`config.mk`:
```
export PLATFORM = sky130hd
export DESIGN_NAME = axi_read_burst_splitter
export DESIGN_NICKNAME = d
export VERILOG_FILES = /design/src/rtl/axi_read_burst_splitter_pkg.sv /design/src/rtl/axi_read_burst_splitter_burst_len_fifo.sv /design/src/rtl/axi_read_burst_splitter.sv
export SDC_FILE = /design/constraint.sdc
export NUM_CORES = 1
export LEC_CHECK = 0
export CAP_MARGIN = 15
export CORE_MARGIN = 4
export CORE_UTILIZATION = 40
export CTS_CLUSTER_DIAMETER = 50
export DETAILED_ROUTE_END_ITERATION = 7
export GPL_ROUTABILITY_DRIVEN = 0
export SLEW_MARGIN = 15
export SYNTH_ARGS = -nofsm -noshare
export SYNTH_HDL_FRONTEND = slang
export SYNTH_SLANG_ARGS = --single-unit
```
`constraint.sdc`:
```
create_clock -name clk -period 6.9 [get_ports clk]
set_input_delay 2.07 -clock clk [delete_from_list [all_inputs] [get_ports clk]]
set_output_delay 2.07 -clock clk [all_outputs]
set_load 0.02 [all_outputs]
```
`src/rtl/axi_read_burst_splitter_pkg.sv`:
```
// Shared constants, FSM encoding and the burst-sizing helper for the AXI read burst splitter.
// The helper clips a request to the burst limit and to the next 4 KB boundary.
package axi_read_burst_splitter_pkg;

   localparam logic [2:0] AXI_SIZE_4B    = 3'b010;
   localparam logic [1:0] AXI_BURST_INCR = 2'b01;
   localparam int         BOUNDARY_BYTES = 4096;
   localparam int         CHUNK_W        = 9;

   typedef enum logic [1:0] {
      ST_IDLE  = 2'd0,
      ST_ISSUE = 2'd1,
      ST_DRAIN = 2'd2
   } state_t;

   // Beats in the next burst: min(left, max_len, beats to the next 4 KB boundary).
   // addr_lo is word aligned, so the boundary term is always 1..1024.
   function automatic logic [CHUNK_W-1:0] burst_chunk(
      input logic [11:0]        addr_lo,
      input logic [31:0]        left,
      input logic [CHUNK_W-1:0] max_len
   );
      logic [12:0] to_boundary;
      logic [12:0] limit;
      to_boundary = (13'(BOUNDARY_BYTES) - {1'b0, addr_lo}) >> 2;
      limit       = (to_boundary < {4'd0, max_len}) ? to_boundary : {4'd0, max_len};
      if (left < {19'd0, limit})
         burst_chunk = left[CHUNK_W-1:0];
      else
         burst_chunk = limit[CHUNK_W-1:0];
   endfunction

endpackage

```
`src/rtl/axi_read_burst_splitter_burst_len_fifo.sv`:
```
// FIFO of issued burst lengths; follows the beats of the oldest burst and
// flags the beat that completes it, which retires that entry.
module axi_read_burst_splitter_burst_len_fifo
   import axi_read_burst_splitter_pkg::*;
#(
   parameter int DEPTH = 4,
   parameter int WIDTH = CHUNK_W,
   localparam int PTR_W = (DEPTH > 1) ? $clog2(DEPTH) : 1,
   localparam int CNT_W = $clog2(DEPTH + 1)
) (
   input  logic             clk,
   input  logic             rst,
   input  logic             push,
   input  logic [WIDTH-1:0] push_count,
   input  logic             beat,
   output logic             final_beat,
   output logic [CNT_W-1:0] count
);

   logic [WIDTH-1:0] mem_reg [DEPTH];
   logic [PTR_W-1:0] wr_ptr_reg;
   logic [PTR_W-1:0] rd_ptr_reg;
   logic [CNT_W-1:0] count_reg;
   logic [WIDTH-1:0] head_cnt_reg;
   logic             empty;
   logic             head_beat;

   function automatic logic [PTR_W-1:0] ptr_inc(input logic [PTR_W-1:0] p);
      return (p == PTR_W'(DEPTH - 1)) ? '0 : p + PTR_W'(1);
   endfunction

   assign empty      = (count_reg == '0);
   assign head_beat  = beat && !empty;
   assign final_beat = head_beat && ((head_cnt_reg + WIDTH'(1)) == mem_reg[rd_ptr_reg]);
   assign count      = count_reg;

   // Storage carries no reset: an entry is only read while it is occupied.
   always_ff @(posedge clk) begin
      if (push)
         mem_reg[wr_ptr_reg] <= push_count;
   end

   always_ff @(posedge clk or posedge rst) begin
      if (rst) begin
         wr_ptr_reg   <= '0;
         rd_ptr_reg   <= '0;
         count_reg    <= '0;
         head_cnt_reg <= '0;
      end else begin
         if (push)
            wr_ptr_reg <= ptr_inc(wr_ptr_reg);
         if (final_beat)
            rd_ptr_reg <= ptr_inc(rd_ptr_reg);
         if (head_beat)
            head_cnt_reg <= final_beat ? '0 : head_cnt_reg + WIDTH'(1);
         if (push && !final_beat)
            count_reg <= count_reg + CNT_W'(1);
         else if (!push && final_beat)
            count_reg <= count_reg - CNT_W'(1);
      end
   end

endmodule

```
`src/rtl/axi_read_burst_splitter.sv`:
```
// Splits one long read into legal AXI INCR bursts (length- and 4 KB-limited),
// passes read data straight through and pulses xfer_done when every beat has returned.
module axi_read_burst_splitter
   import axi_read_burst_splitter_pkg::*;
#(
   parameter int AXI_AWIDTH      = 32,
   parameter int AXI_DWIDTH      = 32,
   parameter int MAX_BURST_LEN   = 256,
   parameter int MAX_OUTSTANDING = 4
) (
   input  logic                  clk,
   input  logic                  rst,
   input  logic                  up_req_valid,
   output logic                  up_req_ready,
   input  logic [AXI_AWIDTH-1:0] up_addr,
   input  logic [31:0]           up_len,
   output logic [AXI_DWIDTH-1:0] up_data,
   output logic                  up_data_valid,
   input  logic                  up_data_ready,
   output logic                  xfer_done,
   output logic                  dn_req_valid,
   input  logic                  dn_req_ready,
   output logic [AXI_AWIDTH-1:0] dn_addr,
   output logic [31:0]           dn_len,
   output logic [2:0]            dn_size,
   output logic [1:0]            dn_burst,
   input  logic [AXI_DWIDTH-1:0] dn_data,
   input  logic                  dn_data_valid,
   output logic                  dn_data_ready
);

   localparam int                 OUT_W   = $clog2(MAX_OUTSTANDING + 1);
   localparam logic [CHUNK_W-1:0] MAX_LEN = CHUNK_W'(MAX_BURST_LEN);
   localparam logic [OUT_W-1:0]   MAX_OUT = OUT_W'(MAX_OUTSTANDING);

   state_t                  state_reg;
   logic [AXI_AWIDTH-1:0]   cur_addr_reg;
   logic [31:0]             req_left_reg;
   logic [31:0]             beats_left_reg;
   logic [CHUNK_W-1:0]      chunk_reg;
   logic                    dn_req_valid_reg;
   logic [AXI_AWIDTH-1:0]   dn_addr_reg;
   logic [31:0]             dn_len_reg;
   logic                    xfer_done_reg;

   logic [AXI_AWIDTH-1:0]   start_addr;
   logic [CHUNK_W-1:0]      start_chunk;
   logic [AXI_AWIDTH-1:0]   issue_addr_next;
   logic [31:0]             issue_left_next;
   logic [CHUNK_W-1:0]      next_chunk;
   logic                    dn_hs;
   logic                    beat_counted;
   logic                    last_beat;
   logic                    final_beat;
   logic [OUT_W-1:0]        outstanding;
   logic [OUT_W-1:0]        outstanding_next;
   logic                    issue_room;

   function automatic logic [31:0] len_code(input logic [CHUNK_W-1:0] c);
      return (c == '0) ? 32'd0 : 32'(c) - 32'd1;
   endfunction

   // Read data is a pure wire path; the block only observes the handshake.
   assign up_data       = dn_data;
   assign up_data_valid = dn_data_valid;
   assign dn_data_ready = up_data_ready;

   assign up_req_ready = (state_reg == ST_IDLE);
   assign xfer_done    = xfer_done_reg;
   assign dn_req_valid = dn_req_valid_reg;
   assign dn_addr      = dn_addr_reg;
   assign dn_len       = dn_len_reg;
   assign dn_size      = AXI_SIZE_4B;
   assign dn_burst     = AXI_BURST_INCR;

   assign start_addr      = up_addr & ~AXI_AWIDTH'(3);
   assign start_chunk     = burst_chunk(start_addr[11:0], up_len, MAX_LEN);
   assign issue_addr_next = cur_addr_reg + AXI_AWIDTH'({chunk_reg, 2'b00});
   assign issue_left_next = req_left_reg - 32'(chunk_reg);
   assign next_chunk      = burst_chunk(issue_addr_next[11:0], issue_left_next, MAX_LEN);

   assign dn_hs        = dn_req_valid_reg && dn_req_ready;
   assign beat_counted = dn_data_valid && up_data_ready && (beats_left_reg != 32'd0);
   assign last_beat    = beat_counted && (beats_left_reg == 32'd1);

   // Valid is registered, so it must look ahead at next cycle's outstanding count.
   always_comb begin
      outstanding_next = outstanding;
      if (dn_hs && !final_beat)
         outstanding_next = outstanding + OUT_W'(1);
      else if (!dn_hs && final_beat)
         outstanding_next = outstanding - OUT_W'(1);
   end

   assign issue_room = (outstanding_next < MAX_OUT);

   always_ff @(posedge clk or posedge rst) begin
      if (rst) begin
         state_reg        <= ST_IDLE;
         cur_addr_reg     <= '0;
         req_left_reg     <= '0;
         beats_left_reg   <= '0;
         chunk_reg        <= '0;
         dn_req_valid_reg <= 1'b0;
         dn_addr_reg      <= '0;
         dn_len_reg       <= '0;
         xfer_done_reg    <= 1'b0;
      end else begin
         xfer_done_reg <= 1'b0;
         if (beat_counted)
            beats_left_reg <= beats_left_reg - 32'd1;
         case (state_reg)
            ST_IDLE: begin
               if (up_req_valid) begin
                  cur_addr_reg   <= start_addr;
                  dn_addr_reg    <= start_addr;
                  req_left_reg   <= up_len;
                  beats_left_reg <= up_len;
                  chunk_reg      <= start_chunk;
                  dn_len_reg     <= len_code(start_chunk);
                  if (up_len == 32'd0) begin
                     xfer_done_reg <= 1'b1;
                  end else begin
                     state_reg        <= ST_ISSUE;
                     dn_req_valid_reg <= issue_room;
                  end
               end
            end
            ST_ISSUE: begin
               if (dn_hs) begin
                  cur_addr_reg <= issue_addr_next;
                  dn_addr_reg  <= issue_addr_next;
                  req_left_reg <= issue_left_next;
                  chunk_reg    <= next_chunk;
                  dn_len_reg   <= len_code(next_chunk);
                  if (issue_left_next == 32'd0) begin
                     state_reg        <= ST_DRAIN;
                     dn_req_valid_reg <= 1'b0;
                  end else begin
                     dn_req_valid_reg <= issue_room;
                  end
               end else begin
                  dn_req_valid_reg <= issue_room;
               end
            end
            ST_DRAIN: begin
               if ((beats_left_reg == 32'd0) || last_beat) begin
                  xfer_done_reg <= 1'b1;
                  state_reg     <= ST_IDLE;
               end
            end
            default: state_reg <= ST_IDLE;
         endcase
      end
   end

   axi_read_burst_splitter_burst_len_fifo #(
      .DEPTH (MAX_OUTSTANDING),
      .WIDTH (CHUNK_W)
   ) u_burst_len_fifo (
      .clk        (clk),
      .rst        (rst),
      .push       (dn_hs),
      .push_count (chunk_reg),
      .beat       (beat_counted),
      .final_beat (final_beat),
      .count      (outstanding)
   );

endmodule

```
== Yosys cells after proc, flatten, opt, wreduce, memory -nomap -nowiden ==
Memory sizes are Yosys's and may differ from the RTL's.
Index checks and enable logic that the tools add are counted.

* Add/sub/neg operators: 12
* $lt $le $gt $ge: 5
* Equal/unequal tests: 11
* Muxes and demuxes: 43
* Reductions and logical operators: 24

{| class="wikitable"
|+ Operators by type and width
! cell !! number
|-
| 2-to-1 mux 32 bit || 11
|-
| case mux 32 bit (2 select lines) || 3
|-
| zero test 32 bit || 3
|-
| less-than comparator 32 x 11 -> 1 bit || 2
|-
| 2-to-1 mux 9 bit || 5
|-
| adder 32 x 11 -> 32 bit || 1
|-
| equality test 32 x 1 -> 1 bit (second input constant) || 1
|-
| nonzero test 32 bit || 1
|-
| subtractor 32 x 1 -> 32 bit (second input constant) || 1
|-
| subtractor 32 x 9 -> 32 bit || 1
|-
| subtractor 13 x 12 -> 13 bit (first input constant) || 2
|-
| less-than comparator 11 x 9 -> 1 bit (second input constant) || 2
|-
| 2-to-1 mux 11 bit || 2
|-
| subtractor 9 x 1 -> 10 bit (second input constant) || 2
|-
| zero test 9 bit || 2
|-
| case mux 9 bit (2 select lines) || 1
|-
| 2-to-1 mux 2 bit || 7
|-
| adder 9 x 1 -> 9 bit (second input constant) || 1
|-
| equality test 9 bit || 1
|-
| 2-to-1 mux 1 bit || 9
|-
| logical AND 1 bit || 8
|-
| != test 2 bit (second input constant) || 4
|-
| equality test 2 bit (second input constant) || 3
|-
| 2-to-1 mux 3 bit || 2
|-
| 15 further kinds || 20
|}

* Flip-flop bits (word level): 157
* Memory bits (writable): 36
* Input bits: 102
* Output and inout bits: 106
* Memories kept: 1

{| class="wikitable"
|+ Memories
! memory !! depth !! width !! read ports !! clocked after memory_dff !! write ports !! line !! source
|-
| u_burst_len_fifo.mem_reg || 4 || 9 || 1 || 0 || 1 || axi_read_burst_splitter_burst_len_fifo.sv:20 || <nowiki>logic [WIDTH-1:0] mem_reg [DEPTH];</nowiki>
|}

== Logic depth before layout (Yosys ltp) ==
Gate-level depths: netlist (run 1).

* Depth in word-level cells: 11
* Mapped depth: 26
* Gate-level depth less buffers: 25

== Modules after synthesis ==
A second synthesis (run 1) with hierarchy kept.

* Cell total of the unflattened synthesis: 1450
* Area, all modules: 12391.9 um2

{| class="wikitable"
|+ By module, submodules not included
! module !! instances !! cells an instance !! area each (um2) !! seq. area each (um2)
|-
| axi_read_burst_splitter || 1 || 1295 || 9884.5 || 2927.8
|-
| axi_read_burst_splitter_burst_len_fifo || 1 || 155 || 2507.4 || 1481.4
|}

== Least setup slack after synthesis (run 1) ==
No wires, ideal clock.

* Path type: input-to-reg
* Start: input port up_addr[2]
* End: register dn_len_reg[7] (netlist: dn_len[7])
* Library setup time: 0.130 ns
* Data arrival time: 6.505 ns
* Path slack: 0.265 ns
* Stages on the path: 25
* Path buffers: 3
* Cells stage by stage: inv_1 -> ha_1 -> or4b_4 -> or4_4 -> a21oi_1 -> clkbuf_1 -> and3_1 -> inv_1 -> ha_1 -> a21oi_1 -> nor3_1 -> a2111oi_0 -> o221a_2 -> buf_6 -> buf_2 -> nor2_1 -> a21oi_1 -> ha_1 -> nand2_1 -> mux2i_2 -> nor2b_4 -> or2_4 -> nor2_1 -> a22oi_1 -> o21ai_0

* Cells in the longest elaborated chain, start to end: 9
* Elaborated cells between the ends (all ways): 10

{| class="wikitable"
|+ Ends and longest elaborated chain
! what !! line !! source
|-
| start: declaration || axi_read_burst_splitter.sv:15 || <nowiki>input logic [AXI_AWIDTH-1:0] up_addr,</nowiki>
|-
| subtractor 13 x 12 -> 13 bit (*) || axi_read_burst_splitter_pkg.sv:25 || <nowiki>to_boundary = (13'(BOUNDARY_BYTES) - {1'b0, addr_lo}) >> 2;</nowiki>
|-
| less-than comparator 11 x 9 -> 1 bit || axi_read_burst_splitter_pkg.sv:26 || <nowiki>limit = (to_boundary < {4'd0, max_len}) ? to_boundary : {4'd0, max_len};</nowiki>
|-
| 2-to-1 mux 11 bit (*) || axi_read_burst_splitter_pkg.sv:26 ||
|-
| less-than comparator 32 x 11 -> 1 bit || axi_read_burst_splitter_pkg.sv:27 || <nowiki>if (left < {19'd0, limit})</nowiki>
|-
| 2-to-1 mux 9 bit (*) || axi_read_burst_splitter_pkg.sv:27 ||
|-
| subtractor 9 x 1 -> 10 bit / zero test 9 bit (equally long branches) || axi_read_burst_splitter.sv:60 || <nowiki>return (c == '0) ? 32'd0 : 32'(c) - 32'd1;</nowiki>
|-
| 2-to-1 mux 32 bit (*) || axi_read_burst_splitter.sv:60 ||
|-
| 2-to-1 mux 32 bit (*) || axi_read_burst_splitter.sv:114 || <nowiki>if (up_req_valid) begin</nowiki>
|-
| case mux 32 bit (2 select lines) (*) || axi_read_burst_splitter.sv:112 || <nowiki>case (state_reg)</nowiki>
|-
| end signal: assignment || axi_read_burst_splitter.sv:120 || <nowiki>dn_len_reg <= len_code(start_chunk);</nowiki>
|-
| end signal: assignment || axi_read_burst_splitter.sv:135 || <nowiki>dn_len_reg <= len_code(next_chunk);</nowiki>
|-
| end: declaration || axi_read_burst_splitter.sv:43 || <nowiki>logic [31:0] dn_len_reg;</nowiki>
|}

Every way passes the cells marked *; elsewhere a longest branch is shown, timed or not. The select of a mux whose other input is x is not followed.
A chain may end at the register's enable or synchronous reset.

==> metrics.csv, run 1 <==
metric;value;unit
result of the run;complete, no violations;
final worst path period share;0.944;
Worst Setup Path Type;reg -> reg;
worst slew pin tran;1.07;ns
Clk Latency, worst-skew pair;0.45;ns
post-CTS setup buffer count;0;
num rows;64;
die area;34000;um^2
most frequent cell after synthesis;nor2_1;
Post-Synthesis Cell Area;12400;um^2
fill count;2960;
die span in x;184;um
sequential share of power;0.222;
Worst R2R Setup Slack;0.39;ns
Lkg Pwr;0.00573;uW
CP arrival;6.79;ns
fmax;154;MHz
WHS Path Cells;1;
Final Setup Violations;0;
I/O pin count;208;
routed len/inst;19.1;um
CP startpoint;dn_addr[2];
post-detailed-route DRC marker count;0;
Compound-Gate Fraction of Synth Area;0.213;
ANT cells;0;
Tmin final;6.51;ns
layout cells sized above 1;0.0781;
worst hold endpoint;u_burst_len_fifo.count[2];
EDFF count, synth;36;
synth warn;0;
First-pass DRT Iterations;5;
Netlist cell types;88;
RSZ-0062 raised after global routing;false;
worst r2r path cells;25;
total CTS buffers;17;
net load switching power;3680;uW
Required @ worst endpoint;7.18;ns
first-pass GRT wire length;59.6;mm
Min-Delay Path Class;reg -> reg;
GRT overflow;0;
asr flop ratio synth;0.787;
max reg flops;36;
main combinational cell family by area after synthesis;compound AO/OA/AOI/OAI gates;
total power;7590;uW
Post-Synth Simple-Gate Area;0.205;
Final Skew;0.0129;ns
H-tree Lvls;4;
maximum VDD drop;0.000312;V
Critical R2R Launch;dn_addr[2];
CTS tree;done;
CTS clk-pin slew, worst paths;0.08;ns
clock power share;0.124;
Worst R2R End;dn_len[2];
predominant post-synthesis flop cell;dfrtp_1;
nets;1694;
top post-synthesis cells by count;153 x nor2_1, 148 x a21oi_1, 133 x dfrtp_1;
Mapped Cells;1469;
beginning of the worst hold path;u_burst_len_fifo.count[2];
Worst Setup Start Kind;flip-flop;
Detailed Route Iter0 Violations;810;
multiplexer share of the synthesized area;0.0425;
Max-Slew Margin vs Limit;0.287;
power per cell area;525;nW/um^2
initial core utilization;0.406;
initial antenna violation count;1;
HPWL after detailed placement;27.8;mm
Slew Viols, Final;0;
Synth area leader;dfrtp_1;
post-synthesis adder-cell area fraction;0.0576;
post-synthesis sequential area ratio;0.355;
#FFs+latches synth;169;
Post-DRT Antenna Nets;0;
Longest Clk Path Bufs;2;
endpoint class of the critical path;flip-flop;
PortBufs;134;
Gate power share;0.654;
Clock Tree Root;clkbuf_16;
core area;30600;um^2
clock sink count;169;
post-DR vias/cell;5.81;
CTS Hold Bufs;0;
final core utilization;0.472;
Max-Cap Viols;0;
Cell Int Power;3900;uW
sw frac;0.485;
final wirelength;37.2;mm
area grow syn2layout;16.2;%
Tot GR Track Use;0.219;
routed via count;11300;
Die Ht;184;um
final hold violations;0;
Post-Synth XOR/XNOR Area;0.0523;
synth top area cells;dfrtp_1 27%, edfxtp_1 8.7%, a21oi_1 6.0%, ha_1 5.4%, nor2_1 4.6%;
Avg Cell Area, Syn;8.46;um^2
vias in the first global route;10900;
worst-path maximum fanout;6;
Synth top area share;0.268;
largest net degree at the start of global routing;101;
==> cells in the final DEF, fill, tap and decap left out, drive strengths merged, types with 8 or more instances in the layout <==
| master | instances |
|---|---|
| a21o | 23 |
| mux2i | 17 |
| or2 | 8 |
| inv | 57 |
| nand4 | 19 |
| and3 | 17 |
| mux4 | 9 |
| nor2b | 11 |
| nor3 | 39 |
| a211oi | 11 |
| xnor2 | 46 |
| dfrtp | 133 |
| nor4 | 27 |
| nand3 | 56 |
| a21oi | 148 |
| xor2 | 23 |
| edfxtp | 36 |
| nor2 | 153 |
| conb | 8 |
| clkdlybuf4s50 | 134 |
| nand2b | 12 |
| o211ai | 10 |
| o21ai | 115 |
| nand2 | 127 |
| ha | 54 |
| or4 | 13 |
| clkbuf | 18 |
| or3 | 10 |
| o21a | 8 |
| buf | 38 |
| mux2 | 12 |
| o22ai | 41 |
| a31oi | 14 |
==> routing by layer <==
layer	vias up	GRT usage	share of wire
met1	5453	0.299	0.45
met5	-	0	0
met2	349	0.359	0.47
met3	53	0.0391	0.058
met4	0	0.0612	0.022
li1	5455	-	-
==> power groups by stage <==
stage	logic [uW]	registers, uW	clock network, uW
finish	4960	1680	939
global route	5510	1730	1000
CTS	4910	1680	964
detailed placement	4880	1700	0
global placement	4820	1690	0
floorplan	3490	1670	0
==> timing repair <==
action | in CTS | in global routing
hold endpoints to repair | 0 | 0
resized for setup | 0 | 4
endpoints found under the setup margin | 0 | 1
==> through the flow <==
stage / instances / cell area (um^2) / TNS [ns] / hold slack [ns] / setup WS, ns
finish: 1945 / 14400 / 0 / 0.482 / 0.388
global route: 1945 / 14400 / 0 / 0.498 / 0.0112
CTS: 1945 / 14400 / 0 / 0.486 / 0.368
detailed placement: 1913 / 13900 / -0.0294 / 0.477 / -0.0202
global placement: 1913 / 13900 / 0 / 0.472 / 0.00351
floorplan: 1475 / 12500 / 0 / 0.452 / 0.265
==> final cells by class <==
class	instances	area, um^2	area share
Clock inverter	14	110	0.00762
Inverter	50	193	0.0133
Timing Repair Buffer	172	1630	0.113
Clock buffer	18	450	0.0312
Sequential cell	169	4410	0.305
Multi-Input combinational cell	1126	7160	0.496
Tap cell	396	495	0.0343
==> cells by family after synthesis <==
family | Yosys count
xor gates and xnor gates | 71
DFF | 169
buffers and inverters | 180
AOI/OAI and AO/OA | 437
other | 2
adders and majority gates | 56
muxes | 38
and+or+nand+nor | 516
==> how the worst max path moves through the flow <==
stage	endpoint	depth (start not counted)
finish	dn_len[2]	25
global route	dn_len[2]	25
CTS	dn_len[2]	24
detailed placement	dn_len[4]	23
global placement	dn_len[6]	23
floorplan	dn_len[7]	25
==> critical path, stage by stage (launching register included) <==
cell	delay, ns
dfrtp_1	0.41
ha_1	0.25
fa_1	0.44
a21o_1	0.27
a221oi_1	0.47
mux2_2	0.42
and2_1	0.18
nand3_1	0.14
a21oi_1	0.07
nor2_1	0.24
inv_1	0.14
nand2_1	0.11
ha_1	0.24
a21o_1	0.16
a21o_1	0.17
a21o_1	0.21
a2111o_1	0.37
a2111oi_0	0.30
or3_1	0.24
nand4_4	0.19
mux2_4	0.36
ha_1	0.25
inv_1	0.17
xnor2_1	0.10
a32oi_1	0.33
a21oi_1	0.12
No activity file was read; power rests on OpenSTA's default activity.
==> run 2: changes to the inputs <==
--- a/config.mk
+++ b/config.mk
@@ -6,7 +6,7 @@
 export NUM_CORES = 1
 export LEC_CHECK = 0
 export CAP_MARGIN = 15
-export CORE_MARGIN = 4
+export CORE_MARGIN = 2
 export CORE_UTILIZATION = 40
 export CTS_CLUSTER_DIAMETER = 50
 export DETAILED_ROUTE_END_ITERATION = 7
==> metrics.csv, run 2 (synthesized netlist as in run 1, its figures left out) <==
metric;value;unit
CTS tree;done;
Tmin final;6.55;ns
post-CTS setup buffer count;0;
CTS clk-pin slew, worst paths;0.07;ns
layout cells sized above 1;0.0830;
result of the run;complete, no violations;
die span in x;180;um
area grow syn2layout;17.2;%
endpoint class of the critical path;flip-flop;
post-cts sizing count;0;
ANT cells;0;
final wirelength;37.5;mm
routed via count;11400;
PortBufs;134;
final hold violations;0;
fmax;153;MHz
Placed Cells;1918;
Worst Setup Path Type;in -> reg;
Lkg Pwr;0.00578;uW
Worst R2R Setup Slack;0.46;ns
Tot GR Track Use;0.229;
CP arrival;6.88;ns
First-pass DRT Iterations;5;
Post-Place Worst Slack;-0.0605;ns
Max-Slew Margin vs Limit;0.222;
worst-path maximum fanout;11;
total CTS buffers;17;
num rows;64;
Required @ worst endpoint;7.23;ns
most frequent cells in the layout;150 x nor2_1, 147 x a21oi_1, 134 x clkdlybuf4s50_1, 133 x dfrtp_1, 126 x nand2_1;
nets;1699;
first-pass GRT wire length;59.6;mm
maximum VDD drop;0.000302;V
Clk Latency, worst-skew pair;0.46;ns
Min-Delay Path Class;reg -> reg;
Worst Setup Start Kind;primary input;
Longest Clk Path Bufs;2;
max reg flops;36;
initial core utilization;0.406;
H-tree Lvls;4;
RSZ-0062 raised after global routing;false;
Final Setup Violations;0;
Die Ht;180;um
most common cell after layout, fill and taps aside;nor2_1;
largest net degree at the start of global routing;82;
die area;32500;um^2
Clock Tree Root;clkbuf_16;
I/O pin count;208;
initial antenna violation count;0;
HPWL after detailed placement;27.8;mm
worst slew pin tran;1.16;ns
CTS Hold Bufs;0;
total power;7750;uW
Slew Viols, Final;0;
Detailed Route Iter0 Violations;921;
Post-DRT Antenna Nets;0;
core area;30600;um^2
Final Skew;0.0204;ns
post-DR vias/cell;5.84;
PnR worst setup slack;0.348;ns
routed len/inst;19.2;um
vias in the first global route;10800;
post-detailed-route DRC marker count;0;
Setup TNS;0;ns
Max-Cap Viols;0;
fin cells;1950;
power per cell area;532;nW/um^2
clock sink count;169;
final worst path period share;0.950;
GRT overflow;0;
run 2: worst paths after layout:
| kind | start | end | depth (start not counted) |
|---|---|---|---|
| max in group asynchronous | rst | dn_addr[17] | 3 |
| setup reg to reg | dn_addr[2] | dn_len[2] | 24 |
| setup / recovery | up_addr[2] | dn_len[6] | 23 |
| hold reg to reg | u_burst_len_fifo.count[2] | u_burst_len_fifo.count[2] | 1 |
| min in group asynchronous | rst | u_burst_len_fifo.head_cnt_reg[4] | 2 |
| hold / removal | u_burst_len_fifo.count[2] | u_burst_len_fifo.count[2] | 1 |
run 2: layout make-up:
class                   count  area, um^2
fillers                  3006       16000
multi-input cells        1126        7180
flip-flops and latches    169        4410
repair buffers            177        1680
clock buffers              21         503
well taps                 396         495
inverters                  50         193
clock inverters            11         119
run 2: power breakdown:
group	switching (uW)	internal (uW)
registers	348	1340
logic	2940	2100
clock network	466	571
run 2: layer usage:
layer	track usage	wire length, um	up-vias
met5	0	0	-
met3	0.0372	2100	54
li1	-	-	5454
met4	0.0726	764	0
met1	0.310	16800	5536
met2	0.376	17800	345
run 2: through the flow:
step,hold WS [ns],area (um^2),utilization
after floorplan,0.452,12500,-
after global placement,0.470,13900,0.455
after detailed placement,0.476,13900,0.455
after CTS,0.487,14500,0.476
after global routing,0.517,14600,0.476
final,0.488,14600,0.476
run 2: worst max-delay path, stage by stage:
cell	delay [ns]
clkdlybuf4s50_1	0.42
inv_1	0.08
ha_1	0.16
or4b_4	0.46
or4_4	0.53
a21oi_1	0.14
buf_4	0.18
nand3_1	0.14
ha_1	0.30
nand4_1	0.12
nor3_1	0.06
a2111oi_0	0.33
o221a_2	0.34
nor2_1	0.06
a21oi_1	0.19
ha_1	0.24
nand2_1	0.08
mux2i_2	0.21
buf_4	0.16
nand2_1	0.05
xor2_1	0.15
a21oi_1	0.30
a21oi_1	0.12
==> run 3: changes to the inputs <==
--- a/config.mk
+++ b/config.mk
@@ -8,9 +8,9 @@
 export CAP_MARGIN = 15
 export CORE_MARGIN = 2
 export CORE_UTILIZATION = 40
-export CTS_CLUSTER_DIAMETER = 50
 export DETAILED_ROUTE_END_ITERATION = 7
 export GPL_ROUTABILITY_DRIVEN = 0
+export PLACE_DENSITY = 0.65
 export SLEW_MARGIN = 15
 export SYNTH_ARGS = -nofsm -noshare
 export SYNTH_HDL_FRONTEND = slang
==> metrics.csv, run 3 (synthesized netlist as in run 1, its figures left out) <==
metric;value;unit
worst-path maximum fanout;6;
first-pass GRT wire length;59.2;mm
Worst Setup Start Kind;flip-flop;
total CTS buffers;17;
post-DR vias/cell;5.86;
final worst path period share;0.956;
met2 wire len;16.8;mm
CP delay by family, top;compound AO/OA/AOI/OAI gates;
Max-Cap Viols;0;
Clk Latency, worst-skew pair;0.46;ns
WP depth;25;
most common cell after layout, fill and taps aside;nor2_1;
max reg flops;36;
CP arrival;6.92;ns
HPWL after detailed placement;27.0;mm
Buf/Inv on CP;2;
Tmin final;6.60;ns
area grow syn2layout;16.2;%
area of the multi-input gates;7180;um^2
num rows;64;
routed via count;11400;
largest net degree at the start of global routing;98;
Worst R2R Setup Slack;0.30;ns
Sequential Area;4410;um^2
total power;7560;uW
Worst R2R End;dn_len[2];
met1 wire length;16.1;mm
GRT overflow;0;
I/O pin count;208;
RSZ-0062 raised after global routing;false;
Min-Delay Path Class;reg -> reg;
die span in x;180;um
CTS Hold Bufs;0;
crit-path max cell delay;0.46;ns
core area;30600;um^2
Detailed Route Iter0 Violations;864;
CTS clk-pin slew, worst paths;0.07;ns
Slew Viols, Final;0;
Critical Path End;dn_len[2];
Setup TNS;0;ns
result of the run;complete, no violations;
met3 routed WL;2.34;mm
post-detailed-route DRC marker count;0;
power per cell area;523;nW/um^2
worst slew pin tran;0.997;ns
CP max stage cell;fa_1;
clock sink count;169;
layout cells sized above 1;0.0783;
worst r2r path cells;25;
H-tree Lvls;4;
vias in the first global route;11000;
CTS tree;done;
Final Skew;0.0147;ns
endpoint class of the critical path;flip-flop;
most used cell, CP;a21o_1;
Tot GR Track Use;0.226;
Post-DRT Antenna Nets;0;
Lkg Pwr;0.00572;uW
maximum VDD drop;0.000265;V
die area;32500;um^2
initial antenna violation count;1;
Required @ worst endpoint;7.22;ns
PnR worst setup slack;0.301;ns
top layer in use;met4;
CP startpoint;dn_addr[2];
routed len/inst;18.8;um
nets;1691;
most frequent cells in the layout;151 x nor2_1, 147 x a21oi_1, 134 x clkdlybuf4s50_1, 133 x dfrtp_1, 126 x nand2_1;
PortBufs;134;
fmax;152;MHz
Max-Slew Margin vs Limit;0.335;
Longest Clk Path Bufs;2;
final hold violations;0;
Clock Tree Root;clkbuf_16;
ANT cells;0;
Critical R2R Launch;dn_addr[2];
initial core utilization;0.406;
Post-Place Worst Slack;0.0485;ns
Die Ht;180;um
Worst Setup Path Type;reg -> reg;
First-pass DRT Iterations;6;
Final Setup Violations;0;
final wirelength;36.5;mm
fill count;2962;
## run 3: where the power goes
group | switching, uW | internal, uW | total (uW)
registers | 339 | 1340 | 1680
logic | 2890 | 2050 | 4940
clock network | 454 | 491 | 945
total | 3690 | 3870 | 7560
## run 3: through the flow
step / cells / utilization / cell area, um^2 / hold WS, ns
after floorplan: 1475 / - / 12500 / 0.452
after global placement: 1910 / 0.453 / 13900 / 0.471
after detailed placement: 1910 / 0.453 / 13900 / 0.477
after CTS: 1942 / 0.471 / 14400 / 0.489
after global routing: 1942 / 0.472 / 14400 / 0.526
final: 1942 / 0.472 / 14400 / 0.492
## run 3: repair_timing
action                                  4_1_cts  5_1_grt
endpoints found under the setup margin        0        3
setup buffers                                 0        0
gates resized for setup                       0        7
## run 3: layout make-up
cell class,count,area share
clock inverter,13,0.00762
clock buffer,19,0.0314
inverter,50,0.0133
multi-input combinational,1126,0.497
tap,396,0.0343
sequential,169,0.305
timing repair buffer,169,0.111
## run 3: worst min-delay path by stage
stage,startpoint,to,slack (ns),depth (start not counted)
6_report,u_burst_len_fifo.count[2],u_burst_len_fifo.count[2],0.49,1
5_1_grt,req_left_reg[4],req_left_reg[4],0.53,2
4_1_cts,u_burst_len_fifo.count[2],u_burst_len_fifo.count[2],0.49,1
3_5_place_dp,u_burst_len_fifo.count[2],u_burst_len_fifo.count[2],0.48,1
3_3_place_gp,req_left_reg[3],req_left_reg[3],0.47,2
2_1_floorplan,u_burst_len_fifo.count[2],u_burst_len_fifo.count[2],0.45,1
## run 3: routing by layer
layer  GRT usage  up-vias
met5           0        -
li1            -     5456
met3      0.0465       70
met1       0.299     5475
met2       0.359      376
met4      0.0945        0
